--- config.mk ---
export PLATFORM = sky130hd
export DESIGN_NAME = pid_controller_v2
export DESIGN_NICKNAME = d
export VERILOG_FILES = /design/src/rtl/pid_pkg.sv /design/src/rtl/pid_integrator.sv /design/src/rtl/pid_controller_v2.sv
export SDC_FILE = /design/constraint.sdc
export NUM_CORES = 2
export LEC_CHECK = 0
export BUFFER_PORTS_ARGS = -buffer_cell sky130_fd_sc_hd__clkbuf_2
export CAP_MARGIN = 20
export CORE_ASPECT_RATIO = 0.75
export CORE_MARGIN = 1
export CORE_UTILIZATION = 23
export CTS_CLUSTER_SIZE = 20
export DETAILED_ROUTE_END_ITERATION = 12
export SLEW_MARGIN = 20
export SYNTH_ARGS = -nofsm -noshare
export SYNTH_HDL_FRONTEND = slang
export SYNTH_SLANG_ARGS = --single-unit
--- constraint.sdc ---
create_clock -name clk -period 17.35 [get_ports clk]
set_clock_uncertainty 0.1 [all_clocks]
set_input_delay 0.8675 -clock clk [delete_from_list [all_inputs] [get_ports clk]]
set_output_delay 0.8675 -clock clk [all_outputs]
set_load 0.05 [all_outputs]
--- src/rtl/pid_pkg.sv ---
`default_nettype none
// ============================================================================
//  Module      : pid_pkg
//  Description : Shared width helpers plus the symmetric clamp and the
//                two's-complement saturate used by the PID datapath. All
//                arithmetic helpers work on a 64-bit signed carrier; callers
//                slice the result back to their own width.
//  Revision    : 1.0 - initial release
// ============================================================================
package pid_pkg;

    typedef logic signed [63:0] wide_t;

    // set_point - data_in needs one extra bit to be exact
    function automatic int err_width(input int dw);
        return dw + 1;
    endfunction

    // e - e_prev spans two error ranges, hence two extra bits over the data
    function automatic int diff_width(input int dw);
        return dw + 2;
    endfunction

    function automatic int prod_width(input int aw, input int bw);
        return aw + bw;
    endfunction

    // p + acc + d: two guard bits over the accumulator are enough because
    // both product terms are narrower than the accumulator
    function automatic int sum_width(input int accw);
        return accw + 2;
    endfunction

    // Clamp x into [-lim, +lim]; lim is non-negative
    function automatic wide_t clamp_sym(input wide_t x, input wide_t lim);
        if (x > lim) begin
            return lim;
        end else if (x < -lim) begin
            return -lim;
        end
        return x;
    endfunction

    // Saturate x into the range of a w-bit signed number
    function automatic wide_t saturate(input wide_t x, input int w);
        wide_t hi;
        wide_t lo;
        hi = (wide_t'(1) <<< (w - 1)) - wide_t'(1);
        lo = -hi - wide_t'(1);
        if (x > hi) begin
            return hi;
        end else if (x < lo) begin
            return lo;
        end
        return x;
    endfunction

endpackage
`default_nettype wire

--- src/rtl/pid_integrator.sv ---
`default_nettype none
// ============================================================================
//  Module      : pid_integrator
//  Description : Integrator of the PID controller. Owns the accumulator,
//                the runtime clamp to +/-i_limit, clear/hold priority and
//                the "integrator at limit" flag.
//                Ports:
//                  clk, rst_n      clock, async active-low reset
//                  i_valid         a sample is in stage 2 this cycle
//                  i_err           error of that sample (signed)
//                  i_icoef         integral gain (signed, Q format)
//                  i_limit         unsigned clamp magnitude (not latched)
//                  i_clr, i_hold   clear (wins) / freeze the accumulator
//                  o_acc           accumulator (acc_next of the last sample)
//                  o_int_sat       |acc| == i_limit after the last update
//  Revision    : 1.0 - initial release
// ============================================================================
module pid_integrator
    import pid_pkg::*;
#(
    parameter int ERR_WIDTH  = 15,
    parameter int COEF_WIDTH = 14,
    parameter int ACC_WIDTH  = 36
) (
    input  logic                        clk,
    input  logic                        rst_n,
    input  logic                        i_valid,
    input  logic signed [ERR_WIDTH-1:0] i_err,
    input  logic signed [COEF_WIDTH-1:0] i_icoef,
    input  logic        [ACC_WIDTH-2:0] i_limit,
    input  logic                        i_clr,
    input  logic                        i_hold,
    output logic signed [ACC_WIDTH-1:0] o_acc,
    output logic                        o_int_sat
);

    localparam int c_PW = prod_width(ERR_WIDTH, COEF_WIDTH);
    localparam int c_SW = ACC_WIDTH + 1;

    logic signed [c_PW-1:0]      w_prod;
    logic signed [c_SW-1:0]      w_sum;
    wide_t                       w_lim;
    wide_t                       w_clamped;
    logic signed [ACC_WIDTH-1:0] w_acc_next;
    logic                        w_sat_next;
    logic                        w_sat_hold;
    logic                        w_unused_hi;

    assign w_prod = c_PW'(i_icoef) * c_PW'(i_err);
    // One bit wider than the accumulator so the add can never wrap before
    // the clamp sees it
    assign w_sum  = c_SW'(o_acc) + c_SW'(w_prod);
    assign w_lim  = wide_t'({1'b0, i_limit});

    always_comb begin
        w_clamped  = clamp_sym(wide_t'(w_sum), w_lim);
        w_acc_next = w_clamped[ACC_WIDTH-1:0];
        w_sat_next = (w_clamped == w_lim) || (w_clamped == -w_lim);
        w_sat_hold = (wide_t'(o_acc) == w_lim) || (wide_t'(o_acc) == -w_lim);
    end

    // The clamped value fits ACC_WIDTH because |i_limit| < 2^(ACC_WIDTH-1)
    assign w_unused_hi = ^w_clamped[63:ACC_WIDTH];

    always_ff @(posedge clk or negedge rst_n) begin
        if (!rst_n) begin
            o_acc     <= '0;
            o_int_sat <= 1'b0;
        end else if (i_clr) begin
            // Clear wins over hold and over a sample in flight; with a zero
            // limit a cleared integrator already sits at its limit
            o_acc     <= '0;
            o_int_sat <= (i_limit == '0);
        end else if (i_valid) begin
            if (i_hold) begin
                o_int_sat <= w_sat_hold;
            end else begin
                o_acc     <= w_acc_next;
                o_int_sat <= w_sat_next;
            end
        end
    end

endmodule
`default_nettype wire

--- src/rtl/pid_controller_v2.sv ---
`default_nettype none
// ============================================================================
//  Module      : pid_controller_v2
//  Description : Three-stage pipelined PID controller with sample-valid
//                handshake, clamped integrator (anti-windup), output
//                saturation and status flags. One sample per clock.
//                  stage 1: e = set_point - data_in, gains registered
//                  stage 2: p, d products, integrator update
//                  stage 3: sum, >>> FRAC_BITS, saturate
//                Build option: define PID_DERIVATIVE_EN to build the D path;
//                otherwise d = 0 and d_coef is ignored.
//                Ports:
//                  clk, rst_n               clock, async active-low reset
//                  in_valid, data_in        new measured sample
//                  set_point, p/i/d_coef    sampled with in_valid
//                  int_limit                integrator clamp magnitude
//                  int_clr, int_hold        integrator clear / freeze
//                  out_valid, data_out      result, 3 cycles after in_valid
//                  out_sat, int_sat         output clipped / integ. at limit
//  Revision    : 1.0 - initial release
// ============================================================================
module pid_controller_v2
    import pid_pkg::*;
#(
    parameter int DATA_WIDTH = 14,
    parameter int COEF_WIDTH = 14,
    parameter int FRAC_BITS  = 12,
    parameter int OUT_WIDTH  = 14,
    parameter int ACC_WIDTH  = DATA_WIDTH + COEF_WIDTH + 8
) (
    input  logic                          clk,
    input  logic                          rst_n,
    input  logic                          in_valid,
    input  logic signed [DATA_WIDTH-1:0]  data_in,
    input  logic signed [DATA_WIDTH-1:0]  set_point,
    input  logic signed [COEF_WIDTH-1:0]  p_coef,
    input  logic signed [COEF_WIDTH-1:0]  i_coef,
    input  logic signed [COEF_WIDTH-1:0]  d_coef,
    input  logic        [ACC_WIDTH-2:0]   int_limit,
    input  logic                          int_clr,
    input  logic                          int_hold,
    output logic                          out_valid,
    output logic signed [OUT_WIDTH-1:0]   data_out,
    output logic                          out_sat,
    output logic                          int_sat
);

    localparam int c_EW   = err_width(DATA_WIDTH);
    localparam int c_DW   = diff_width(DATA_WIDTH);
    localparam int c_PW   = prod_width(c_EW, COEF_WIDTH);
    localparam int c_DPW  = prod_width(c_DW, COEF_WIDTH);
    localparam int c_SUMW = sum_width(ACC_WIDTH);

    // ---------------- stage 1: error and gains ----------------
    logic                         r_v1;
    logic signed [c_EW-1:0]       r_e;
    logic signed [COEF_WIDTH-1:0] r_p_coef;
    logic signed [COEF_WIDTH-1:0] r_i_coef;

    always_ff @(posedge clk or negedge rst_n) begin
        if (!rst_n) begin
            r_v1     <= 1'b0;
            r_e      <= '0;
            r_p_coef <= '0;
            r_i_coef <= '0;
        end else begin
            r_v1 <= in_valid;
            if (in_valid) begin
                r_e      <= c_EW'(set_point) - c_EW'(data_in);
                r_p_coef <= p_coef;
                r_i_coef <= i_coef;
            end
        end
    end

    // ---------------- stage 2: P, D and integrator ----------------
    logic                        r_v2;
    logic signed [c_PW-1:0]      r_p;
    logic signed [c_DPW-1:0]     w_d_term;
    logic signed [ACC_WIDTH-1:0] w_acc;
    logic                        w_int_sat;

    always_ff @(posedge clk or negedge rst_n) begin
        if (!rst_n) begin
            r_v2 <= 1'b0;
            r_p  <= '0;
        end else begin
            r_v2 <= r_v1;
            if (r_v1) begin
                r_p <= c_PW'(r_p_coef) * c_PW'(r_e);
            end
        end
    end

`ifdef PID_DERIVATIVE_EN
    logic signed [COEF_WIDTH-1:0] r_d_coef;
    logic signed [c_EW-1:0]       r_e_prev;
    logic signed [c_DW-1:0]       w_de;
    logic signed [c_DPW-1:0]      r_d;

    assign w_de     = c_DW'(r_e) - c_DW'(r_e_prev);
    assign w_d_term = r_d;

    always_ff @(posedge clk or negedge rst_n) begin
        if (!rst_n) begin
            r_d_coef <= '0;
            r_e_prev <= '0;
            r_d      <= '0;
        end else begin
            if (in_valid) begin
                r_d_coef <= d_coef;
            end
            if (r_v1) begin
                r_d <= c_DPW'(r_d_coef) * c_DPW'(w_de);
            end
            // A clear coinciding with a sample still records that sample as
            // history; a clear on an empty slot zeroes the history
            if (r_v1) begin
                r_e_prev <= r_e;
            end else if (int_clr) begin
                r_e_prev <= '0;
            end
        end
    end
`else
    logic w_unused_dcoef;

    assign w_unused_dcoef = ^d_coef;
    assign w_d_term       = '0;
`endif

    pid_integrator #(
        .ERR_WIDTH  (c_EW),
        .COEF_WIDTH (COEF_WIDTH),
        .ACC_WIDTH  (ACC_WIDTH)
    ) u_integrator (
        .clk       (clk),
        .rst_n     (rst_n),
        .i_valid   (r_v1),
        .i_err     (r_e),
        .i_icoef   (r_i_coef),
        .i_limit   (int_limit),
        .i_clr     (int_clr),
        .i_hold    (int_hold),
        .o_acc     (w_acc),
        .o_int_sat (w_int_sat)
    );

    // ---------------- stage 3: sum, scale, saturate ----------------
    // The accumulator register already holds acc_next of the sample now in
    // stage 3, since it was written on the same edge as r_p / r_d
    logic signed [c_SUMW-1:0] w_sum;
    logic signed [c_SUMW-1:0] w_shift;
    wide_t                    w_sat;
    logic                     w_clip;
    logic                     w_unused_sat;

    assign w_sum   = c_SUMW'(r_p) + c_SUMW'(w_acc) + c_SUMW'(w_d_term);
    assign w_shift = w_sum >>> FRAC_BITS;

    always_comb begin
        w_sat  = saturate(wide_t'(w_shift), OUT_WIDTH);
        w_clip = (w_sat != wide_t'(w_shift));
    end

    assign w_unused_sat = ^w_sat[63:OUT_WIDTH];

    always_ff @(posedge clk or negedge rst_n) begin
        if (!rst_n) begin
            out_valid <= 1'b0;
            data_out  <= '0;
            out_sat   <= 1'b0;
            int_sat   <= 1'b0;
        end else begin
            out_valid <= r_v2;
            if (r_v2) begin
                data_out <= w_sat[OUT_WIDTH-1:0];
                out_sat  <= w_clip;
                int_sat  <= w_int_sat;
            end
        end
    end

endmodule
`default_nettype wire

==> results.yml <==
floorplan:
  ioPinCount: 127
  die_w_microns: 436
  fp.dieH_microns: 328
  dieArea_sq_um: 143000
  core_sq_um: 140000
  start_util_pct: 23.2
  fp-row-count: 119
global_route:
  grt_pass1_wl_mm: 172
  grtUsageTotal_pct: 15.9
  overflow: 0
  grt_pass1_vias: 27400
  grt_max_degree: 69
  antenna_found_initial: 8
clocking:
  clk_pin_slew_worst_paths_ns: 0.07
  clkSinkCount: 128
  clockBufferDepth: 2
  holdBufCountCts: 0
  clock_latency_ns: 0.51
  post_cts_buffers: 0
  htree_levels: 4
  cts_tree: "yes"
  clockRootBuffer: "clkbuf_16"
  cts_buffers: 17
  cts_resized: 0
detailed_routing:
  drt_wl_total_mm: 111
  wl_per_cell_microns: 19.5
  vias: 26900
  final_antenna_net_count: 0
  drc_errors: 4
  viasPerCell: 4.71
  drt_pass1_iterations: 10
  drt_iter0_markers: 2371
place:
  dp_hpwl_mm: 93.2
  io_buffers: 112
  gp_congestion: 1.00
  post_dp_cell_area_sq_um: 35300
hold_path:
  holdCritPathClass: "in2async"
worst_setup_path:
  rrSetupSlack_ns: 3.84
  cp-end-kind: "flop"
  worst_r2r_startpoint: "r_i_coef[9]"
  path_max_fanout: 24
  worstPathRequired_ns: 17.68
  cpMaxStageDelayCell: "dfrtp_1"
  start_kind: "flop"
  arrival_ns: 13.84
  worst-setup-path-type: "reg2reg"
  timing.rr.end: "u_integrator.o_int_sat"
  crit_top_cell: "fa_1"
  ff2ff_path_depth: 37
  cp_slowest_stage_delay_ns: 0.91
job:
  cap_violations: 0
layout:
  syn_to_final_growth_pct: 10.5
  layout-drive-gt1-share_pct: 7.91
  nets: 4736
  fin_area_sq_um: 35900
sta:
  setup-violations-final: 0
  maxSlewHeadroom_pct: 15.9
  finalCritPeriodShare_pct: 77.9
  setup-tns-final_ns: 0
  hold_viol_final: 0
  worst_pin_slew_ns: 1.25
  period_needed_ns: 13.51
  rsz0062_at_grt: "no"
  fmax_mhz: 74.0
  drv_slew: 0
logic_synthesis:
  syn_inst: 3789
  synth_edf_count: 0
  synth_ff_type: "dfrtp_1"
  syn_area_per_cell_sq_um: 8.58
  synthesis.nets: 4706
  syn-cell-area_sq_um: 32500
  synth_cell_types: 93
  async_reset_ff_share_pct: 100
  ys_ff_latch: 128
  ys_warn_count: 0
  synth-seq-area-share_pct: 9.85
outcome:
  outcome: "complete, but fails checks"
  violations: "design-rule violations"
routing by layer:
metal | GRT usage [%] | vias up | share of wire (%)
met2 | 24.7 | 937 | 44
met3 | 3.07 | 119 | 8.0
met4 | 3.87 | 6 | 2.2
li1 | - | 12200 | -
met1 | 22.6 | 13600 | 46
met5 | 0 | - | 0.031
synthesized netlist by cell type (9+ instances only):
| library cell | n | share of area [%] |
|---|---|---|
| xnor2_1 | 185 | 5.0 |
| o21bai_1 | 13 | 0.30 |
| o31ai_1 | 16 | 0.37 |
| a21oi_1 | 145 | 2.2 |
| and2_1 | 191 | 3.7 |
| and3_1 | 14 | 0.27 |
| nand3_1 | 66 | 1.0 |
| o21a_1 | 21 | 0.48 |
| a22o_1 | 13 | 0.35 |
| mux2i_1 | 14 | 0.43 |
| o2111ai_1 | 9 | 0.24 |
| or3_1 | 13 | 0.25 |
| a31oi_1 | 14 | 0.27 |
| o21ai_0 | 118 | 1.8 |
| nand3b_1 | 14 | 0.32 |
| nor3_1 | 66 | 1.0 |
| nor2b_1 | 39 | 0.75 |
| mux2_2 | 56 | 1.9 |
| fa_1 | 502 | 31 |
| a21o_1 | 39 | 0.90 |
| nand2_1 | 374 | 4.3 |
| ha_1 | 305 | 12 |
| inv_1 | 707 | 8.2 |
| o211ai_1 | 14 | 0.32 |
| a21boi_0 | 12 | 0.28 |
| nand4_1 | 45 | 0.87 |
| a211oi_1 | 20 | 0.46 |
| nor4_1 | 30 | 0.58 |
| dfrtp_1 | 128 | 9.8 |
| xor2_1 | 64 | 1.7 |
| nand2b_1 | 24 | 0.46 |
| clkbuf_1 | 149 | 1.7 |
| nor2_1 | 191 | 2.2 |
cell families (layout without fill, tap and decap cells):
group	count (synthesis)	in the layout	share of synthesized area, %
AO/OA/AOI/OAI	540	540	10.9
other	0	4	0
flip-flops	128	128	9.85
AND/OR/NAND/NOR	1111	1111	17.1
adder cells (fa/ha/maj)	807	807	42.6
multiplexers	70	70	2.37
XOR/XNOR	252	252	6.91
buffers and inverters	881	924	10.3
layout by cell type, fill, tap and decap left out, types with 9 or more instances in the layout:
cell       count
a211oi_1      20
a21boi_0      12
a21o_1        39
a21oi_1      144
a22o_1        13
a31oi_1       13
and2_1       191
and3_1        14
buf_4         63
clkbuf_16     17
clkbuf_2     111
dfrtp_1      127
fa_1         502
ha_1         305
inv_1        706
mux2_2        56
mux2i_1       14
nand2_1      373
nand2b_1      24
nand3_1       66
nand3b_1      14
nand4_1       45
nor2_1       189
nor2b_1       39
nor3_1        66
nor4_1        28
o2111ai_1      9
o211ai_1      14
o21a_1        21
o21ai_0      118
o21bai_1      13
o31ai_1       16
or3_1         13
xnor2_1      185
xor2_1        64
cell type report:
cell class / instances / area [sq um]
Antenna cell: 4 / 10.0
Clock buffer: 18 / 439
Clock inverter: 14 / 156
Fill cell: 15200 / 104000
Inverter: 717 / 2690
Multi-Input combinational cell: 2780 / 26000
Sequential cell: 128 / 3200
Tap cell: 1875 / 2350
Timing Repair Buffer: 175 / 1040
state kept, by name, indices dropped and copies added (netlist names):
name / cells
data_out: 14
int_sat: 1
out_sat: 1
out_valid: 1
r_e: 15
r_i_coef: 14
r_p: 29
r_p_coef: 14
r_v1: 1
r_v2: 1
u_integrator.o_acc: 36
u_integrator.o_int_sat: 1
critical path, delay by kind of cell, from the launching register on:
kind | cells | cell delay (ns)
AO/OA/AOI/OAI | 12 | 3.33
adder cells (fa/ha/maj) | 8 | 4.16
buffers and inverters | 7 | 1.61
flip-flops | 1 | 0.91
AND/OR/NAND/NOR | 10 | 3.24
through the flow:
stage / cells / utilization (%) / setup slack, ns / hold slack [ns]
finish: 5711 / 25.6 / 3.84 / 0.246
global route: 5708 / 25.6 / 2.97 / 0.293
CTS: 5707 / 25.6 / 3.95 / 0.268
detailed placement: 5675 / 25.1 / 4.03 / 0.407
global placement: 5675 / 25.1 / 4.19 / 0.399
floorplan: 3789 / - / 6.71 / 0.252
how the worst max path moves through the flow:
stage / from / end / slack (ns) / depth (start not counted)
2_1_floorplan: r_e[14] / u_integrator.o_int_sat / 6.71 / 40
3_5_place_dp: r_i_coef[9] / u_integrator.o_int_sat / 4.03 / 37
6_report: r_i_coef[9] / u_integrator.o_int_sat / 3.84 / 37
4_1_cts: r_i_coef[9] / u_integrator.o_int_sat / 3.95 / 37
5_1_grt: r_i_coef[9] / u_integrator.o_int_sat / 2.97 / 37
3_3_place_gp: r_i_coef[9] / u_integrator.o_int_sat / 4.19 / 37
Power is not shown: default switching activity piles up to over one toggle a cycle in this logic, so the estimate is an artifact.
